--- config.mk ---
export PLATFORM = sky130hd
export DESIGN_NAME = conv_csr_bank
export DESIGN_NICKNAME = d
export VERILOG_FILES = /design/src/rtl/conv_csr_bank.sv
export SDC_FILE = /design/constraint.sdc
export NUM_CORES = 1
export LEC_CHECK = 0
export ABC_CLOCK_PERIOD_IN_PS = 5050
export CAP_MARGIN = 25
export CORE_ASPECT_RATIO = 1.5
export CORE_MARGIN = 2
export CORE_UTILIZATION = 52
export DETAILED_ROUTE_END_ITERATION = 6
export PLACE_DENSITY = 0.95
export SLEW_MARGIN = 30
export SYNTH_ARGS = -nofsm -noshare
export SYNTH_HDL_FRONTEND = slang
export SYNTH_SLANG_ARGS = --single-unit
export TNS_END_PERCENT = 20
--- constraint.sdc ---
create_clock -name clk -period 5.05 [get_ports clk]
set_input_delay 1.01 -clock clk [delete_from_list [all_inputs] [get_ports clk]]
set_output_delay 1.01 -clock clk [all_outputs]
set_load 0.02 [all_outputs]
--- src/rtl/conv_csr_bank.sv ---
// MMIO control/status register bank for the convolution accelerator:
// NUM_CFG config words, CTRL/STATUS, start/run/done sequencer, read-to-clear flags and interrupt.
module conv_csr_bank #(
   parameter int unsigned DWIDTH    = 32,
   parameter logic [31:0] BASE_ADDR = 32'h8000_0040,
   parameter int unsigned NUM_CFG   = 4
) (
   input  logic                      clk,
   input  logic                      rst,
   input  logic                      wr_en_i,
   input  logic                      rd_en_i,
   input  logic [31:0]               addr_i,
   input  logic [DWIDTH-1:0]         wdata_i,
   output logic [DWIDTH-1:0]         rdata_o,
   output logic                      rvalid_o,
   output logic [NUM_CFG*DWIDTH-1:0] cfg_o,
   output logic                      start_o,
   input  logic                      idle_i,
   input  logic                      done_i,
   output logic                      irq_o
);

   localparam int unsigned CFG_IW      = (NUM_CFG > 1) ? $clog2(NUM_CFG) : 1;
   localparam logic [31:0] CTRL_ADDR   = BASE_ADDR + 32'(4 * NUM_CFG);
   localparam logic [31:0] STATUS_ADDR = CTRL_ADDR + 32'd4;

   typedef enum logic [1:0] {
      ST_IDLE,
      ST_RUN,
      ST_DONE
   } state_e;

   state_e              state_q, state_d;
   logic [DWIDTH-1:0]   cfg_q [NUM_CFG];
   logic [DWIDTH-1:0]   cfg_d [NUM_CFG];
   logic [DWIDTH-1:0]   rdata_q, rdata_d;
   logic                rvalid_q, rvalid_d;
   logic                start_q, start_d;
   logic                irq_q, irq_d;
   logic                irq_en_q, irq_en_d;
   logic                done_sticky_q, done_sticky_d;
   logic                err_q, err_d;

   logic                aligned, cfg_hit, ctrl_hit, status_hit, start_req;
   logic [CFG_IW-1:0]   cfg_idx;
   logic [DWIDTH-1:0]   rd_val;

   // Address decode: only exact, word-aligned matches hit.
   always_comb begin
      aligned    = (addr_i[1:0] == 2'b00);
      ctrl_hit   = aligned && (addr_i == CTRL_ADDR);
      status_hit = aligned && (addr_i == STATUS_ADDR);
      cfg_hit    = 1'b0;
      cfg_idx    = '0;
      for (int i = 0; i < NUM_CFG; i++) begin
         if (aligned && (addr_i == BASE_ADDR + 32'(4 * i))) begin
            cfg_hit = 1'b1;
            cfg_idx = CFG_IW'(i);
         end
      end
      start_req = wr_en_i && ctrl_hit && wdata_i[0];
   end

   always_comb begin
      rd_val = '0;
      if (cfg_hit) begin
         rd_val = cfg_q[cfg_idx];
      end else if (ctrl_hit) begin
         rd_val[1] = irq_en_q;
      end else if (status_hit) begin
         rd_val[4:0] = {err_q, irq_en_q, done_sticky_q, (state_q == ST_RUN), idle_i};
      end
   end

   // NOTE: every signal written here gets a default first, so no path leaves it unassigned and no latch is inferred.
   always_comb begin
      state_d       = state_q;
      cfg_d         = cfg_q;
      start_d       = 1'b0;
      irq_en_d      = irq_en_q;
      done_sticky_d = done_sticky_q;
      err_d         = err_q;
      rvalid_d      = rd_en_i;
      rdata_d       = rd_en_i ? rd_val : rdata_q;

      // Clears come first so any set later in this block wins over read-to-clear.
      if (rd_en_i && status_hit) begin
         done_sticky_d = 1'b0;
         err_d         = 1'b0;
      end
      if (wr_en_i && ctrl_hit) begin
         irq_en_d = wdata_i[1];
      end
      if (wr_en_i && cfg_hit) begin
         if (state_q == ST_RUN) begin
            err_d = 1'b1;
         end else begin
            cfg_d[cfg_idx] = wdata_i;
         end
      end

      case (state_q)
         ST_RUN: begin
            if (start_req) begin
               err_d = 1'b1;
            end
            if (done_i) begin
               state_d       = ST_DONE;
               done_sticky_d = 1'b1;
            end
         end
         default: begin
            if (start_req) begin
               state_d       = ST_RUN;
               start_d       = 1'b1;
               done_sticky_d = 1'b0;
            end
         end
      endcase

      irq_d = done_sticky_q & irq_en_q;
   end

   // NOTE: state uses non-blocking assignments so every register samples the pre-edge values.
   always_ff @(posedge clk) begin
      if (rst) begin
         state_q       <= ST_IDLE;
         // NOTE: the config words are reset too; the engine may be started before software programs them.
         cfg_q         <= '{default: '0};
         rdata_q       <= '0;
         rvalid_q      <= 1'b0;
         start_q       <= 1'b0;
         irq_q         <= 1'b0;
         irq_en_q      <= 1'b0;
         done_sticky_q <= 1'b0;
         err_q         <= 1'b0;
      end else begin
         state_q       <= state_d;
         cfg_q         <= cfg_d;
         rdata_q       <= rdata_d;
         rvalid_q      <= rvalid_d;
         start_q       <= start_d;
         irq_q         <= irq_d;
         irq_en_q      <= irq_en_d;
         done_sticky_q <= done_sticky_d;
         err_q         <= err_d;
      end
   end

   for (genvar g = 0; g < NUM_CFG; g++) begin : g_cfg_out
      assign cfg_o[g*DWIDTH +: DWIDTH] = cfg_q[g];
   end

   assign rdata_o  = rdata_q;
   assign rvalid_o = rvalid_q;
   assign start_o  = start_q;
   assign irq_o    = irq_q;

endmodule

Yosys cells after proc, flatten, opt, wreduce, memory -nomap -nowiden
Index checks and enable logic that the tools add are counted.
{"block": "word_totals", "inputBits": 70, "elab_cells": 73, "regBits": 168, "out_inout_bits": 163}
{"block": "classes", "eq_ne": 8, "mux": 32, "n_reduce_logical": 16, "bitwise_logic": 3, "magnitude_cmp": 2}
{"op": "32-bit == test (second input constant)", "n": 6}
{"op": "128-bit bitwise mux", "n": 1}
{"op": "32-bit two-way mux", "n": 3}
{"op": "32-bit binary-select mux with 2-bit select", "n": 1}
{"op": "32-bit demux with 2-bit select", "n": 1}
{"op": "27-bit two-way mux", "n": 1}
{"op": "1-bit two-way mux", "n": 17}
{"op": "1-bit logical AND", "n": 11}
{"op": "2-bit two-way mux", "n": 5}
{"op": "5-bit two-way mux", "n": 2}
{"op": "2-bit AND reduction", "n": 2}
{"op": "3-bit >= comparator (second input constant)", "n": 1}
{"op": "3-bit by 1-bit < comparator with 1-bit output (second input constant)", "n": 1}
{"op": "3-bit two-way mux", "n": 1}
{"op": "2-bit NOT with 3-bit output", "n": 1}
{"op": "2-bit by 1-bit == test with 1-bit output (second input constant)", "n": 1}
{"op": "2-bit logical NOT", "n": 1}
{"op": "2-bit != test (second input constant)", "n": 1}
{"op": "2-bit nonzero test", "n": 1}
{"op": "2-bit OR reduction", "n": 1}
{"op": "1-bit bitwise AND", "n": 1}
{"op": "1-bit NOT", "n": 1}

Logic depth before layout (Yosys ltp)
Gate-level depths: netlist (run 1).
{"block": "depth", "word_depth": 11, "ltp_mapped": 7}

Worst setup path after synthesis (run 1)
OpenSTA, ideal clock, no wires.
{"block": "synth_path", "kind": "input to register", "start": "input port addr_i[4]", "end": "register cfg_q, in the netlist cfg_o[65]", "cell_stages": 7, "t_arrival_ns": 2.488, "slack_ns": 2.490, "required_ns": 4.978, "setup_time_ns": 0.072, "cell_sequence": "or4b_4 buf_6 nor2_4 and4_1 buf_4 buf_6 mux2i_1"}
{"block": "synth_between", "elab_chain_len": 11}
{"item": "start: declaration", "line_no": "12", "source": "input logic [31:0] addr_i,"}
{"item": "32-bit == test", "line_no": "56", "source": "if (aligned && (addr_i == BASE_ADDR + 32'(4 * i))) begin"}
{"item": "1-bit logical AND", "line_no": "56"}
{"item": "1-bit two-way mux", "line_no": "56"}
{"item": "2-bit two-way mux (2 in series)", "line_no": "56"}
{"item": "2-bit NOT with 3-bit output (implied by the code)", "line_no": "98", "source": "cfg_d[cfg_idx] = wdata_i;"}
{"item": "3-bit >= comparator (implied by the code) / 3-bit by 1-bit < comparator with 1-bit output (equally long branches)", "line_no": "98"}
{"item": "1-bit logical AND (implied by the code)", "line_no": "98"}
{"item": "32-bit two-way mux (implied by the code)", "line_no": "98"}
{"item": "32-bit demux with 2-bit select", "line_no": "98"}
{"item": "128-bit bitwise mux", "line_no": "98"}
{"item": "end signal: assignment", "line_no": "139", "source": "cfg_q <= cfg_d;"}
{"item": "end: declaration", "line_no": "34", "source": "logic [DWIDTH-1:0] cfg_q [NUM_CFG];"}
Several ways; a longest one is shown, not always the timed one.
A chain may end at the register's enable or synchronous reset.

Worst setup path after layout (run 1)
{"block": "layout_path", "start": "input port addr_i[4]", "end": "register cfg_q, in the netlist cfg_o[95]"}
Same word-level chain as after synthesis.

==> impl_metrics.yaml, run 1 <==
final_layout:
  layout.cells.most_common_list: "clkdlybuf4s50_1, dfxtp_1, nand2b_1"
  final_nets: 1102
  drive_gt1_share_pct: 5.55
  insertedDiodeCount: 0
  syn_to_final_growth_pct: 36.5
  commonest_non_fill_non_tap_cell_in_the_layout: "clkdlybuf4s50_1"
  layout.filler_cells: 1020
clock_network:
  cts_sinks: 168
  clk_path_buf_depth: 2
  post_cts.repair.setup_buffers: 0
  cts_hold_buf: 0
  clock-root-buffer: "clkbuf_16"
  post_cts.resized_instances: 0
  insertion_delay_ns: 0.43
  tritoncts.num_buffers: 17
  cts_tree: "yes"
  cts_htree_levels: 4
  cts.reportedPaths.clkPinSlew_ns: 0.06
placement:
  placement.io_buffers: 232
  gp_congestion: 0.868
  detailed_place_hpwl_mm: 16.4
critical_path:
  worst-path-max-fanout: 62
  worst_setup_path_end_kind: "flip-flop"
  worst-setup-path-type: "in2reg"
  cp_slowest_cell: "or4b_4"
  reg2reg_to: "cfg_o[7]"
  r2r-start: "state_q[0]"
  critPathMaxStageDelay_ns: 0.88
  worst-r2r-cell-count: 5
  worstPathArrival_ns: 3.82
  cp_data_required_time_ns: 5.40
  critical_path.cell_chain: "clkdlybuf4s50_1, or4b_4, nor2_4, and4_2, buf_12, mux2i_1"
  reg2reg_setup_slack_ns: 3.10
  startpoint_type: "input port"
sta:
  max_slew.worst_pin.slew_ns: 0.878
  finalWorstPathRequiredPeriod_ns: 3.47
  hold_vio_cnt_final: 0
  report.final.slew_viol_count: 0
  setup_viol: 0
  max_freq_ghz: 0.288
  fin_tns_setup_ns: 0
  fin_worst_skew_ns: 0.0116
  layout_worst_path_cycle_share_pct: 68.7
  rsz0062_at_grt: "no"
  timing.max_slew.rel_slack_pct: 41.3
floorplan:
  die_area_mm2: 0.0164
  die_height_um: 156
  die_x_um: 105
  floorplan.rows: 55
  floorplan.initialDensity_pct: 53.2
  fp.coreArea_mm2: 0.0151
  ios: 233
worst_hold_path:
  worstHoldStart: "cfg_o[77]"
  worstHoldPathCells: 2
  timing.hold.worst.class: "reg2reg"
  worst_hold_path.endpoint: "cfg_o[77]"
drt:
  routed_wire_length_per_instance_um: 19.7
  detail_route.vias_per_cell: 5.77
  ant_nets: 0
  vias: 7181
  routed_wirelength_mm: 24.5
  drt-pass1-iter-count: 5
  drc_errors: 0
  drtIter0Drc: 458
global_routing:
  first_global_vias: 7386
  pin_count_of_the_biggest_net_entering_global_routing: 90
  gr-total-overflow: 0
  global_route_usage_over_all_layers_pct: 29.8
  antenna_found_initial: 0
  grt_first_pass_wirelength_mm: 38.5
yosys:
  synthCells: 836
  post_synthesis_cell_area_mm2: 0.00802
  synth_fp_nets: 906
  most_used_flip_flop_cell_after_synthesis: "dfxtp_1"
  async_flop_share_pct: 0
  synthesis.yosys.warnings: 0
  avgSynthCellArea_um2: 9.59
  number_of_enable_type_register_cells_in_the_synthesized_netlist: 0
  synth.distinct_cells: 44
  synth-seq-area-share_pct: 42.0
  synth-seq-cells: 168
pwr:
  total_power_w: 0.00284
  highest_ir_drop_seen_on_vdd_uv: 197
  leak_pwr_nw: 4.23
  cellPowerDensity_mw_per_mm2: 259
outcome:
  status: "finished, final reports clean"
job:
  drv.max_cap_violation_count: 0
## state kept, by name, summed over array words and instances, names as in the netlist
signal / flops
cfg_o: 128
done_sticky_q: 1
err_q: 1
irq_en_q: 1
irq_o: 1
rdata_o: 32
rvalid_o: 1
start_o: 1
state_q: 2
## critical path: cells and delay by family
family	cells	cell delay, ns
buffers and inverters	2	0.72
multiplexers	1	0.20
AND/OR/NAND/NOR	3	1.83
## routing by layer
layer	part of all wire, %	track usage, %	up-vias
met3	6.6	6.31	89
met1	37	33.2	3449
met5	0	0	-
met4	4.9	17.9	0
li1	-	-	3276
met2	51	51.6	367
## cell families (layout without fill, tap and decap cells)
group                  after synthesis  after routing  share of synthesized area [%]
AO/OA/AOI/OAI                       71             71                           7.16
buffers and inverters              125            334                           7.24
flip-flops                         168            168                           42.0
AND/OR/NAND/NOR                    307            307                           23.0
multiplexers                       165            165                           20.6
## power by group
part | leakage, nW | total [W] | switching [W] | internal (W)
Sequential | 1.35 | 0.00133 | 0.000000250 | 0.00132
Clock | 0.295 | 0.00135 | 0.000545 | 0.000808
Combinational | 2.58 | 0.000158 | 0.0000761 | 0.0000816
## worst max-delay path by stage
stage | slack (ns) | endpoint | from | depth (start not counted)
2_1_floorplan | 2.49 | cfg_o[65] | addr_i[4] | 7
3_3_place_gp | 1.29 | cfg_o[73] | addr_i[4] | 6
3_5_place_dp | 1.19 | cfg_o[83] | addr_i[4] | 6
4_1_cts | 1.60 | cfg_o[83] | addr_i[4] | 6
5_1_grt | 1.46 | cfg_o[83] | addr_i[4] | 6
6_report | 1.58 | cfg_o[95] | addr_i[4] | 6
## through the flow
stage / hold slack (ns) / worst slack, ns / cells / instance area [um2] / util [%]
floorplan: 0.423 / 2.49 / 836 / 8020 / -
global placement: 0.453 / 1.29 / 1212 / 10300 / 68.6
detailed placement: 0.463 / 1.19 / 1212 / 10300 / 68.6
CTS: 0.490 / 1.60 / 1244 / 10900 / 72.6
global route: 0.504 / 1.46 / 1244 / 10900 / 72.6
finish: 0.488 / 1.58 / 1244 / 10900 / 72.6
## synthesized netlist by cell type (2+ instances only)
library cell	number	area share, %
a221oi_1	4	0.44
a41oi_1	2	0.22
and3_1	3	0.23
and4_1	2	0.22
buf_1	3	0.14
buf_2	17	1.1
buf_4	10	0.94
buf_6	7	0.98
clkbuf_1	30	1.4
dfxtp_1	168	42
inv_1	58	2.7
mux2_2	3	0.42
mux2i_1	162	20
nand2_1	35	1.6
nand2b_1	164	13
nand3_1	4	0.25
nand4_1	3	0.23
nand4_4	3	0.80
nor2_1	10	0.47
nor3_1	62	3.9
nor4_1	4	0.31
nor4b_1	3	0.33
o2111ai_1	27	2.9
o211ai_1	29	2.7
o21ai_0	3	0.19
or4_1	2	0.19
## area by class of cell
cell class                 instances  area, um2  share of cell area (%)
clock inverter                    10        143                    1.30
clock buffer                      22        464                    4.24
timing repair buffer             244       2420                    22.1
multi-input combinational        543       4090                    37.4
tap                              199        249                    2.28
inverter                          58        218                    1.99
sequential                       168       3360                    30.7
(Power assumes the default switching activity.)
==> run 2, diff against run 1 <==
--- a/config.mk
+++ b/config.mk
@@ -5,13 +5,13 @@
 export SDC_FILE = /design/constraint.sdc
 export NUM_CORES = 1
 export LEC_CHECK = 0
-export ABC_CLOCK_PERIOD_IN_PS = 5050
+export ABC_CLOCK_PERIOD_IN_PS = 3000
 export CAP_MARGIN = 25
 export CORE_ASPECT_RATIO = 1.5
 export CORE_MARGIN = 2
-export CORE_UTILIZATION = 52
+export CORE_UTILIZATION = 43
 export DETAILED_ROUTE_END_ITERATION = 6
-export PLACE_DENSITY = 0.95
+export PLACE_DENSITY = 0.87
 export SLEW_MARGIN = 30
 export SYNTH_ARGS = -nofsm -noshare
 export SYNTH_HDL_FRONTEND = slang
==> constraint.sdc (replaced) <==
create_clock -name clk -period 3 [get_ports clk]
set_input_delay 0.6 -clock clk [delete_from_list [all_inputs] [get_ports clk]]
set_output_delay 0.6 -clock clk [all_outputs]
set_load 0.02 [all_outputs]
==> run 2 against run 1 <==
Net effect:
- die area is 20% higher
- largest cell class unchanged
- worst setup slack got worse by 0.97 ns
- clock power is 64% higher
- critical path depth down 2
- critical path type unchanged
==> impl_metrics.yaml, run 2 (synthesis results as in run 1) <==
drt:
  drt-pass1-iter-count: 5
  routed_wirelength_mm: 23.9
  detail_route.vias_per_cell: 5.37
  vias: 7028
  routed_wire_length_per_instance_um: 18.3
  drc_errors: 0
  ant_nets: 0
  drtIter0Drc: 377
critical_path:
  worst-r2r-cell-count: 5
  critPathMaxStageDelay_ns: 0.56
  worst_setup_path_end_kind: "flip-flop"
  cp_slowest_cell: "or3_1"
  worst-path-max-fanout: 7
  worstPathArrival_ns: 2.67
  critical_path.cell_chain: "clkdlybuf4s50_1, or3_1, nor4b_2, nor4b_1"
  critical-path-top-delay-family: "simple AND/OR/NAND/NOR gates"
  worst-setup-path-type: "in2reg"
  startpoint_type: "input port"
  cp_data_required_time_ns: 3.28
  crit_buf_inv: 1
  path_depth: 4
floorplan:
  ios: 233
  die_area_mm2: 0.0198
  fp.coreArea_mm2: 0.0184
  floorplan.rows: 61
  die_height_um: 171
  die_x_um: 115
  floorplan.initialDensity_pct: 43.6
final_layout:
  syn_to_final_growth_pct: 38.7
  commonest_non_fill_non_tap_cell_in_the_layout: "clkdlybuf4s50_1"
  layout.filler_cells: 1479
  final_nets: 1114
  insertedDiodeCount: 0
  largest_register_ff_count: 128
  register_area_mm2: 0.00336
  layout.cells.most_common_list: "clkdlybuf4s50_1, dfxtp_1, nand2b_1"
  stdcell_area_mm2: 0.0111
  drive_gt1_share_pct: 6.72
  finish.cell_count_without_fillers: 1308
  multiInputGateArea_mm2: 0.00409
pwr:
  highest_ir_drop_seen_on_vdd_uv: 326
  cellPowerDensity_mw_per_mm2: 424
  total_power_w: 0.00472
  leak_pwr_nw: 4.30
sta:
  timing.max_slew.rel_slack_pct: 37.7
  max_freq_ghz: 0.419
  max_slew.worst_pin.slew_ns: 0.933
  fin_tns_setup_ns: 0
  whs_ns: 0.461
  fin_worst_skew_ns: 0.0118
  layout_worst_path_cycle_share_pct: 79.6
  hold_vio_cnt_final: 0
  rsz0062_at_grt: "no"
  finalWorstPathRequiredPeriod_ns: 2.39
  setup_viol: 0
  report.final.slew_viol_count: 0
clock_network:
  clk_path_buf_depth: 2
  tritoncts.num_buffers: 17
  cts_sinks: 168
  cts_tree: "yes"
  cts_htree_levels: 4
  cts_hold_buf: 0
  cts.reportedPaths.clkPinSlew_ns: 0.06
  clock-root-buffer: "clkbuf_16"
  insertion_delay_ns: 0.42
  post_cts.resized_instances: 0
  post_cts.repair.setup_buffers: 0
placement:
  placed_cell_area_mm2: 0.0105
  dpl.cell_count: 1277
  placement.io_buffers: 232
  detailed_place_hpwl_mm: 16.9
  gp_congestion: 0.901
worst_hold_path:
  timing.hold.worst.class: "reg2reg"
  worstHoldPathCells: 2
global_routing:
  pin_count_of_the_biggest_net_entering_global_routing: 123
  grt_first_pass_wirelength_mm: 36.4
  antenna_found_initial: 0
  global_route_usage_over_all_layers_pct: 23.7
  gr-total-overflow: 0
  first_global_vias: 6879
job:
  drv.max_cap_violation_count: 0
outcome:
  status: "finished, final reports clean"
==> run 2: changes by cell type in the layout (fill, tap and decap cells not counted) <==
cell / delta
clkinv_2: +1
bufinv_16: -1
clkbuf_8: +1
buf_4: +9
buf_12: +3
clkbuf_1: -2
==> run 2: worst reg2reg max path: stages (launching register included) <==
cell and delay (ns):
dfxtp_1 0.35, nor2b_1 0.32, nor2_1 0.19, nand4_1 0.13, buf_4 0.56, mux2i_1 0.27
==> run 2: worst paths after layout <==
path                                  from         end  slack (ns)
worst max-delay path             addr_i[1]     start_o        0.61
worst min-delay path            rdata_o[4]  rdata_o[4]        0.46
worst max register to register  state_q[0]   cfg_o[37]        1.11
worst min register to register  rdata_o[4]  rdata_o[4]        0.46
==> run 2: cell type report <==
class                   instances  share of cell area, %
clock buffers                  21                   4.23
clock inverters                10                   1.06
inverters                      58                   1.96
multi-input cells             543                   36.8
flip-flops and latches        168                   30.3
well taps                     252                   2.84
repair buffers                256                   22.9
==> run 2: per-stage QoR <==
step                      util (%)  worst slack, ns
after CTS                     60.4            0.622
final                         60.4            0.612
after global placement        57.2            0.180
after detailed placement      57.2            0.193
after floorplan                  -            0.850
after global routing          60.4            0.465
==> run 2: report_power, final <==
| part | switching, W | internal, W |
|---|---|---|
| Sequential | 0.000000422 | 0.00223 |
| Clock | 0.000924 | 0.00129 |
| Combinational | 0.000129 | 0.000141 |
==> run 2: per-layer routing <==
layer | up-vias | track usage, % | routed length (um)
met3 | 45 | 3.49 | 1260
met1 | 3399 | 27.8 | 9580
met5 | - | 0 | 0
met2 | 278 | 42.6 | 12400
li1 | 3306 | - | -
met4 | 0 | 9.69 | 653
